### src/rtl/fir_sample_loader_if.sv
`default_nettype none
// +----------------------------------------------------------------------------+
// | fir_sample_loader_if                                                       |
// | Config, sample stream, RAM write port and FIR control of the loader.       |
// | Revision: 1.0                                                              |
// +----------------------------------------------------------------------------+
interface fir_sample_loader_if #(
    parameter int ADDR_W = 10,
    parameter int DATA_W = 8
);
    logic              cfg_go;
    logic [ADDR_W-1:0] cfg_base;
    logic [ADDR_W-1:0] cfg_count;
    logic              abort;
    logic              in_valid;
    logic [DATA_W-1:0] in_data;
    logic              in_ready;
    logic [ADDR_W-1:0] mem_addr;
    logic [DATA_W-1:0] mem_data;
    logic              mem_we;
    logic [ADDR_W-1:0] fir_input_addr;
    logic [ADDR_W-1:0] fir_sample_cnt;
    logic              fir_start;
    logic              fir_done;
    logic              busy;
    logic              block_done;
    logic [15:0]       checksum;

    // master: the loader itself; slave: the controller, stream source, RAM and FIR around it
    modport master (
        input  cfg_go, cfg_base, cfg_count, abort, in_valid, in_data, fir_done,
        output in_ready, mem_addr, mem_data, mem_we, fir_input_addr, fir_sample_cnt,
               fir_start, busy, block_done, checksum
    );

    modport slave (
        output cfg_go, cfg_base, cfg_count, abort, in_valid, in_data, fir_done,
        input  in_ready, mem_addr, mem_data, mem_we, fir_input_addr, fir_sample_cnt,
               fir_start, busy, block_done, checksum
    );
endinterface
`default_nettype wire

### src/rtl/fir_sample_loader.sv
`default_nettype none
// +----------------------------------------------------------------------------+
// | fir_sample_loader                                                          |
// | Streams a sample block into the FIR sample RAM, then starts the FIR and    |
// | waits for its done. Optional checksum: define FIR_LOADER_CHECKSUM_EN.      |
// | Revision: 1.0                                                              |
// +----------------------------------------------------------------------------+
module fir_sample_loader #(
    parameter int ADDR_W = 10,
    parameter int DATA_W = 8
) (
    input  wire logic           clk,
    input  wire logic           rst_n,
    fir_sample_loader_if.master bus
);

    localparam logic [ADDR_W-1:0] c_one = ADDR_W'(1);

    typedef enum logic [1:0] {
        ST_IDLE = 2'd0,
        ST_LOAD = 2'd1,
        ST_KICK = 2'd2,
        ST_WAIT = 2'd3
    } state_t;

    state_t            r_state;
    logic [ADDR_W-1:0] r_base;
    logic [ADDR_W-1:0] r_count;
    logic [ADDR_W-1:0] r_index;
    logic [ADDR_W-1:0] r_mem_addr;
    logic [DATA_W-1:0] r_mem_data;
    logic              r_mem_we;
    logic              r_fir_start;
    logic              r_done_q;
    logic              r_block_done;

    logic w_go_accept;
    logic w_beat_accept;
    logic w_last_beat;

    assign w_go_accept   = (r_state == ST_IDLE) && bus.cfg_go && (bus.cfg_count != '0);
    // abort wins over a same-cycle beat, so that beat is neither written nor summed
    assign w_beat_accept = (r_state == ST_LOAD) && bus.in_valid && !bus.abort;
    assign w_last_beat   = (r_index == (r_count - c_one));

    always_ff @(posedge clk or negedge rst_n) begin
        if (!rst_n) begin
            r_state      <= ST_IDLE;
            r_base       <= '0;
            r_count      <= '0;
            r_index      <= '0;
            r_mem_addr   <= '0;
            r_mem_data   <= '0;
            r_mem_we     <= 1'b0;
            r_fir_start  <= 1'b0;
            r_done_q     <= 1'b0;
            r_block_done <= 1'b0;
        end else begin
            r_mem_we     <= 1'b0;
            r_fir_start  <= 1'b0;
            r_block_done <= 1'b0;
            // sampled every cycle so a level already high on entry to WAIT is not an edge
            r_done_q     <= bus.fir_done;
            case (r_state)
                ST_IDLE: begin
                    if (w_go_accept) begin
                        r_base  <= bus.cfg_base;
                        r_count <= bus.cfg_count;
                        r_index <= '0;
                        r_state <= ST_LOAD;
                    end
                end
                ST_LOAD: begin
                    if (bus.abort) begin
                        r_state <= ST_IDLE;
                    end else if (w_beat_accept) begin
                        r_mem_we   <= 1'b1;
                        r_mem_addr <= r_base + r_index;
                        r_mem_data <= bus.in_data;
                        r_index    <= r_index + c_one;
                        if (w_last_beat) begin
                            r_state <= ST_KICK;
                        end
                    end
                end
                ST_KICK: begin
                    r_fir_start <= 1'b1;
                    r_state     <= ST_WAIT;
                end
                ST_WAIT: begin
                    if (bus.fir_done && !r_done_q) begin
                        r_block_done <= 1'b1;
                        r_state      <= ST_IDLE;
                    end
                end
                default: r_state <= ST_IDLE;
            endcase
        end
    end

`ifdef FIR_LOADER_CHECKSUM_EN
    logic [15:0] r_checksum;

    always_ff @(posedge clk or negedge rst_n) begin
        if (!rst_n) begin
            r_checksum <= '0;
        end else if (w_go_accept) begin
            r_checksum <= '0;
        end else if (w_beat_accept) begin
            r_checksum <= r_checksum + 16'(bus.in_data);
        end
    end

    assign bus.checksum = r_checksum;
`else
    assign bus.checksum = 16'd0;
`endif

    assign bus.in_ready       = (r_state == ST_LOAD);
    assign bus.busy           = (r_state != ST_IDLE);
    assign bus.mem_addr       = r_mem_addr;
    assign bus.mem_data       = r_mem_data;
    assign bus.mem_we         = r_mem_we;
    assign bus.fir_input_addr = r_base;
    assign bus.fir_sample_cnt = r_count;
    assign bus.fir_start      = r_fir_start;
    assign bus.block_done     = r_block_done;

endmodule
`default_nettype wire

### src/flat_wrapper.sv
// flat-port wrapper written by rule: the top's interface ports become plain ports
module fir_sample_loader_flat 
#(
    parameter int ADDR_W = 10,
    parameter int DATA_W = 8
)
  (clk, rst_n, bus_cfg_go, bus_cfg_base, bus_cfg_count, bus_abort, bus_in_valid, bus_in_data, bus_fir_done, bus_in_ready, bus_mem_addr, bus_mem_data, bus_mem_we, bus_fir_input_addr, bus_fir_sample_cnt, bus_fir_start, bus_busy, bus_block_done, bus_checksum);
  fir_sample_loader_if #(.ADDR_W(ADDR_W), .DATA_W(DATA_W)) bus_i ();
  input  wire logic clk;
  input  wire logic rst_n;
  input wire logic [$bits(bus_i.cfg_go)-1:0] bus_cfg_go;
  input wire logic [$bits(bus_i.cfg_base)-1:0] bus_cfg_base;
  input wire logic [$bits(bus_i.cfg_count)-1:0] bus_cfg_count;
  input wire logic [$bits(bus_i.abort)-1:0] bus_abort;
  input wire logic [$bits(bus_i.in_valid)-1:0] bus_in_valid;
  input wire logic [$bits(bus_i.in_data)-1:0] bus_in_data;
  input wire logic [$bits(bus_i.fir_done)-1:0] bus_fir_done;
  output wire logic [$bits(bus_i.in_ready)-1:0] bus_in_ready;
  output wire logic [$bits(bus_i.mem_addr)-1:0] bus_mem_addr;
  output wire logic [$bits(bus_i.mem_data)-1:0] bus_mem_data;
  output wire logic [$bits(bus_i.mem_we)-1:0] bus_mem_we;
  output wire logic [$bits(bus_i.fir_input_addr)-1:0] bus_fir_input_addr;
  output wire logic [$bits(bus_i.fir_sample_cnt)-1:0] bus_fir_sample_cnt;
  output wire logic [$bits(bus_i.fir_start)-1:0] bus_fir_start;
  output wire logic [$bits(bus_i.busy)-1:0] bus_busy;
  output wire logic [$bits(bus_i.block_done)-1:0] bus_block_done;
  output wire logic [$bits(bus_i.checksum)-1:0] bus_checksum;
  assign bus_i.cfg_go = bus_cfg_go;
  assign bus_i.cfg_base = bus_cfg_base;
  assign bus_i.cfg_count = bus_cfg_count;
  assign bus_i.abort = bus_abort;
  assign bus_i.in_valid = bus_in_valid;
  assign bus_i.in_data = bus_in_data;
  assign bus_i.fir_done = bus_fir_done;
  assign bus_in_ready = bus_i.in_ready;
  assign bus_mem_addr = bus_i.mem_addr;
  assign bus_mem_data = bus_i.mem_data;
  assign bus_mem_we = bus_i.mem_we;
  assign bus_fir_input_addr = bus_i.fir_input_addr;
  assign bus_fir_sample_cnt = bus_i.fir_sample_cnt;
  assign bus_fir_start = bus_i.fir_start;
  assign bus_busy = bus_i.busy;
  assign bus_block_done = bus_i.block_done;
  assign bus_checksum = bus_i.checksum;
  fir_sample_loader #(.ADDR_W(ADDR_W), .DATA_W(DATA_W)) u_core (.clk(clk), .rst_n(rst_n), .bus(bus_i));
endmodule
### config.mk
export PLATFORM = sky130hd
export DESIGN_NAME = fir_sample_loader_flat
export DESIGN_NICKNAME = d
export VERILOG_FILES = /design/src/rtl/fir_sample_loader_if.sv /design/src/rtl/fir_sample_loader.sv /design/src/flat_wrapper.sv
export SDC_FILE = /design/constraint.sdc
export NUM_CORES = 1
export LEC_CHECK = 0
export ABC_AREA = 1
export BUFFER_PORTS_ARGS = -buffer_cell sky130_fd_sc_hd__buf_2
export CORE_MARGIN = 2
export CORE_UTILIZATION = 35
export CTS_CLUSTER_DIAMETER = 100
export DETAILED_ROUTE_END_ITERATION = 10
export SKIP_CTS_REPAIR_TIMING = 1
export SYNTH_ARGS = -nofsm -noshare
export SYNTH_HDL_FRONTEND = slang
export SYNTH_SLANG_ARGS = --single-unit
### constraint.sdc
create_clock -name clk -period 2.29 [get_ports clk]
set_input_delay 0.1145 -clock clk [delete_from_list [all_inputs] [get_ports clk]]
set_output_delay 0.1145 -clock clk [all_outputs]
set_load 0.005 [all_outputs]
Word-level counts from Yosys, hierarchy flattened

Cells that the tools add are included.

Add/subtract/negate cells: 3
$mul: 0
Divide/modulo/power cells: 0
Magnitude comparators: 0
Equal/unequal tests: 10
Shifts and indexed selects: 0
Mux-type cells: 16
Bitwise operators: 1
Reduce and logical (&&, ||, !) cells: 15

Operator list:

| cell                  | count |
|---|---|
| $mux 10               | 3 |
| $pmux 10 s2           | 1 |
| $add 10x1->10 const B | 1 |
| $add 10x10->10        | 1 |
| $eq 10x10->1          | 1 |
| $mux 2                | 5 |
| $reduce_bool 10->1    | 1 |
| $sub 10x1->10 const B | 1 |
| $pmux 2 s4            | 1 |
| $reduce_and 4->1      | 2 |
| $mux 1                | 6 |
| $ne 2x1->1 const B    | 3 |
| $ne 3x2->1 const B    | 2 |
| $logic_and 1x1->1     | 5 |
| $eq 2x2->1 const B    | 2 |
| $reduce_bool 2->1     | 2 |
| $reduce_and 3->1      | 1 |
| $eq 2x1->1 const B    | 1 |
| $logic_not 1->1       | 2 |
| $logic_not 2->1       | 1 |
| $ne 2x2->1 const B    | 1 |
| $reduce_and 2->1      | 1 |
| $not 1->1             | 1 |

Register bits after elaboration: 54
Bits in latches: 0
Bits in writable memories: 0
Memory bits (read-only): 0
Input port bits: 34
Output and inout bits: 59
Memories: 0

Depth between registers and ports, before layout

Depth in word-level cells: 6
Mapped depth: 14

Worst setup path before layout

OpenSTA, ideal clock, no wires.

Path kind: register -> register
Start point: register u_core.r_index[0]
End point: register u_core.r_mem_addr[6], in the netlist u_core.bus.mem_addr[6]
Library setup time: 82 ps
Arrival time: 1753 ps
Path slack: 455 ps
Cell stages (with the launch flop): 12
Cells stage by stage: dfrtp_1 > ha_1 > inv_1 > fa_1 > inv_1 > nand3_1 > nand2_1 > nand2_1 > nand2_1 > a21oi_1 > or2_1 > a31oi_1

Word-level cells in the longest chain between the ends: 1

RTL lines:

| item                   | line                    | RTL |
|---|---|---|
| start, declared        | fir_sample_loader.sv:29 | `logic [ADDR_W-1:0] r_index;` |
| start signal, assigned | fir_sample_loader.sv:80 | `r_index <= r_index + c_one;` |
| $add 10x10->10         | fir_sample_loader.sv:78 | `r_mem_addr <= r_base + r_index;` |
| end signal, assigned   | fir_sample_loader.sv:78 |  |
| end, declared          | fir_sample_loader.sv:30 | `logic [ADDR_W-1:0] r_mem_addr;` |

No other way between the ends.
A chain may end at the register's enable or synchronous reset.

Final worst setup path

Same ends and word-level chain as after synthesis.

==> run metrics <==
Area growth syn-to-layout=22.81%; Synth cell types=35; IO Pins=93; Mapped Area=0.003055 mm^2; Slew headroom=0.5622; VDD IR max=341.3 uV; RR Endpoint=u_core.bus.mem_addr[6]; PwrDens=1133 mW/mm^2; Main synth FF type=dfrtp_1; Setup Viol. Count Final=0; share of cells above drive strength 1=0.2250; hold path startpoint=bus_cfg_base[3]; num rows=34; Filler cells=920; clk buf depth=2; Mapped Cells=388; vias=2713; clock insertion delay at the later pin of the skew report=0.31 ns; Fmax=0.5007 GHz; area of the core=0.008593 mm^2; Syn Area/Cell=7.875 um^2; Slew @ Worst Pin=0.6567 ns; sequential share of the synthesized area=0.4423; drt initial violations=161; DR WL/cell=12.43 um; First-pass DRT Iterations=4; die area=0.009494 mm^2; All-Layer GR Usage=0.1567; failing checks=hold timing; Worst EP arrival=2.23 ns; Max-Cap Viols=0; initial antenna violation count=0; final hold violation count=3; die width=97.44 um; Port Buffers=76; outcome=finished with violations; Crit Path Max Fanout=5; root buffer cell=clkbuf_8; htree depth=2; Nets=525; required time worst endpoint=2.53 ns; Crit. Startpoint=u_core.r_index[0]; FF+latch count, synth=54; Remaining Overflow, GRT=0; static leakage=2.009 nW; clk sink count=54; R2R cell count=11; Worst setup EP type=flip-flop; ys async rst share=1.000; clk slew on worst S/H paths=0.11 ns; crit path kind=flip-flop to flip-flop; Num CTS Buffers=5; Final Skew=0.008685 ns; DP HPWL=5675 um; RSZ-0062 raised after global routing=no; GPL Wtd Cong=0.7945; Hold WS=-0.009676 ns; Hold Path Class=input port to flip-flop; CTS tree=done; R2R Setup Slk=0.29 ns; Pwr Total=4.252 mW; reg2reg start=u_core.r_index[0]; Startpoint Class=flip-flop; global-route wire length before repair=12280 um; vias per inst=4.614; Starting Density=0.3556; multi-input combinational cell area=0.001481 mm^2; diode count=0; setup_tns=0 ns; Die Ht=97.44 um; residual DRC count=0; pin count of the biggest net entering global routing=29; Slew Limit Fails=0; YS warnings=0; Tmin final=1.997 ns; Detail Route Antenna Nets=0; Setup crit end=u_core.bus.mem_addr[6]; vias in the first global route=2587; EDFF count, synth=0; Detailed Route WL=7311 um; Final period util=0.8722; Seq. cell area=0.001351 mm^2
## where the power goes
group          total [mW]  switching (mW)  internal (mW)
Clock               0.658           0.332          0.326
Combinational        1.94            1.13          0.815
Sequential           1.65           0.333           1.32
## routing by layer
metal  GRT usage  up-vias  part of all wire
met5           0        -                 0
met4     0.04167        0            0.0067
met3     0.02806        2             0.040
met2      0.2552       58              0.48
met1      0.2163     1267              0.47
li1            -     1386                 -
## how the worst min path moves through the flow
stage / endpoint / slack (ns) / cells past startpoint
2_1_floorplan: asynchronous set/reset pin / -0.18 / 0
3_3_place_gp: u_core.bus.fir_input_addr[7] / 0.19 / 1
3_5_place_dp: u_core.bus.fir_input_addr[7] / 0.19 / 1
4_1_cts: u_core.bus.fir_input_addr[7] / -0.16 / 1
5_1_grt: u_core.bus.fir_input_addr[3] / 0.003 / 3
6_report: u_core.bus.fir_input_addr[3] / -0.01 / 3
## synth_stat cells (4+ instances only)
| library cell | instances | share of area |
|---|---|---|
| ha_1 | 11 | 0.045 |
| o21ai_1 | 15 | 0.025 |
| nand3_1 | 18 | 0.029 |
| nor2_1 | 28 | 0.034 |
| nand4_1 | 5 | 0.010 |
| o21ai_0 | 9 | 0.015 |
| xnor2_1 | 5 | 0.014 |
| inv_2 | 6 | 0.0074 |
| buf_2 | 4 | 0.0066 |
| dfrtp_1 | 54 | 0.44 |
| buf_4 | 16 | 0.039 |
| a21oi_1 | 16 | 0.026 |
| xor2_1 | 7 | 0.020 |
| inv_1 | 28 | 0.034 |
| nand2_1 | 133 | 0.16 |
## critical path, stage by stage, from the launching register on
cell and delay, ns:
dfrtp_1 0.47, ha_1 0.23, inv_1 0.07, fa_1 0.40, inv_1 0.07, nand3_1 0.06, nand2_1 0.10, nand2_1 0.07
nand2_1 0.06, a21oi_1 0.07, or2_1 0.21, a31oi_1 0.12
## logic make-up (layout without fill, tap and decap cells)
family          count (synthesis)  after routing  synth area share
flops                          54             54            0.4423
xor+xnor                       13             13           0.03972
fa+ha+maj                      12             12           0.05160
other cells                     1             16          0.001227
compound gates                 48             48           0.08518
buf+inv                        57            134           0.09132
simple gates                  203            203            0.2887
## layout by cell type, fill, tap and decap left out, types with 3 or more instances in the layout
| cell type | instances |
|---|---|
| o21ai_1 | 15 |
| nor2_2 | 3 |
| a21oi_1 | 16 |
| buf_2 | 76 |
| ha_1 | 11 |
| dlygate4sd3_1 | 12 |
| conb_1 | 16 |
| xnor2_1 | 5 |
| nand4_1 | 5 |
| nor2_1 | 28 |
| o21ai_0 | 9 |
| a31oi_1 | 3 |
| inv_2 | 6 |
| clkbuf_8 | 5 |
| nand2_1 | 133 |
| nand3_1 | 18 |
| nand2_2 | 3 |
| dfrtp_1 | 54 |
| nor3_1 | 3 |
| xor2_1 | 7 |
| inv_1 | 28 |
| buf_4 | 3 |
## registers in the layout (all words and copies together) (netlist names), named ones only
signal and count:
u_core.bus.block_done 1, u_core.bus.fir_input_addr 10, u_core.bus.fir_sample_cnt 10, u_core.bus.fir_start 1, u_core.bus.mem_addr 10, u_core.bus.mem_data 8, u_core.bus.mem_we 1, u_core.r_done_q 1
u_core.r_index 10, u_core.r_state 1
## layout make-up
cell class,instances,area share
clock buffer,5,0.01834
clock inverter,3,0.01200
inverter,34,0.03401
multi-input combinational,292,0.3948
sequential,54,0.3601
tap,108,0.03601
timing repair buffer,92,0.1447
## metrics by stage
stage               std cells  utilization  cell area [um^2]  hold slack (ns)  worst slack, ns
finish                    588       0.4367              3752        -0.009676           0.2927
global route              588       0.4367              3752         0.002609           0.1044
CTS                       576       0.4227              3632          -0.1638           0.2807
detailed placement        568       0.4094              3518           0.1861           0.3006
global placement          568       0.4094              3518           0.1855           0.3678
floorplan                 403            -              3112          -0.1811           0.4548
Note: power is estimated with default switching activity, not from simulation.
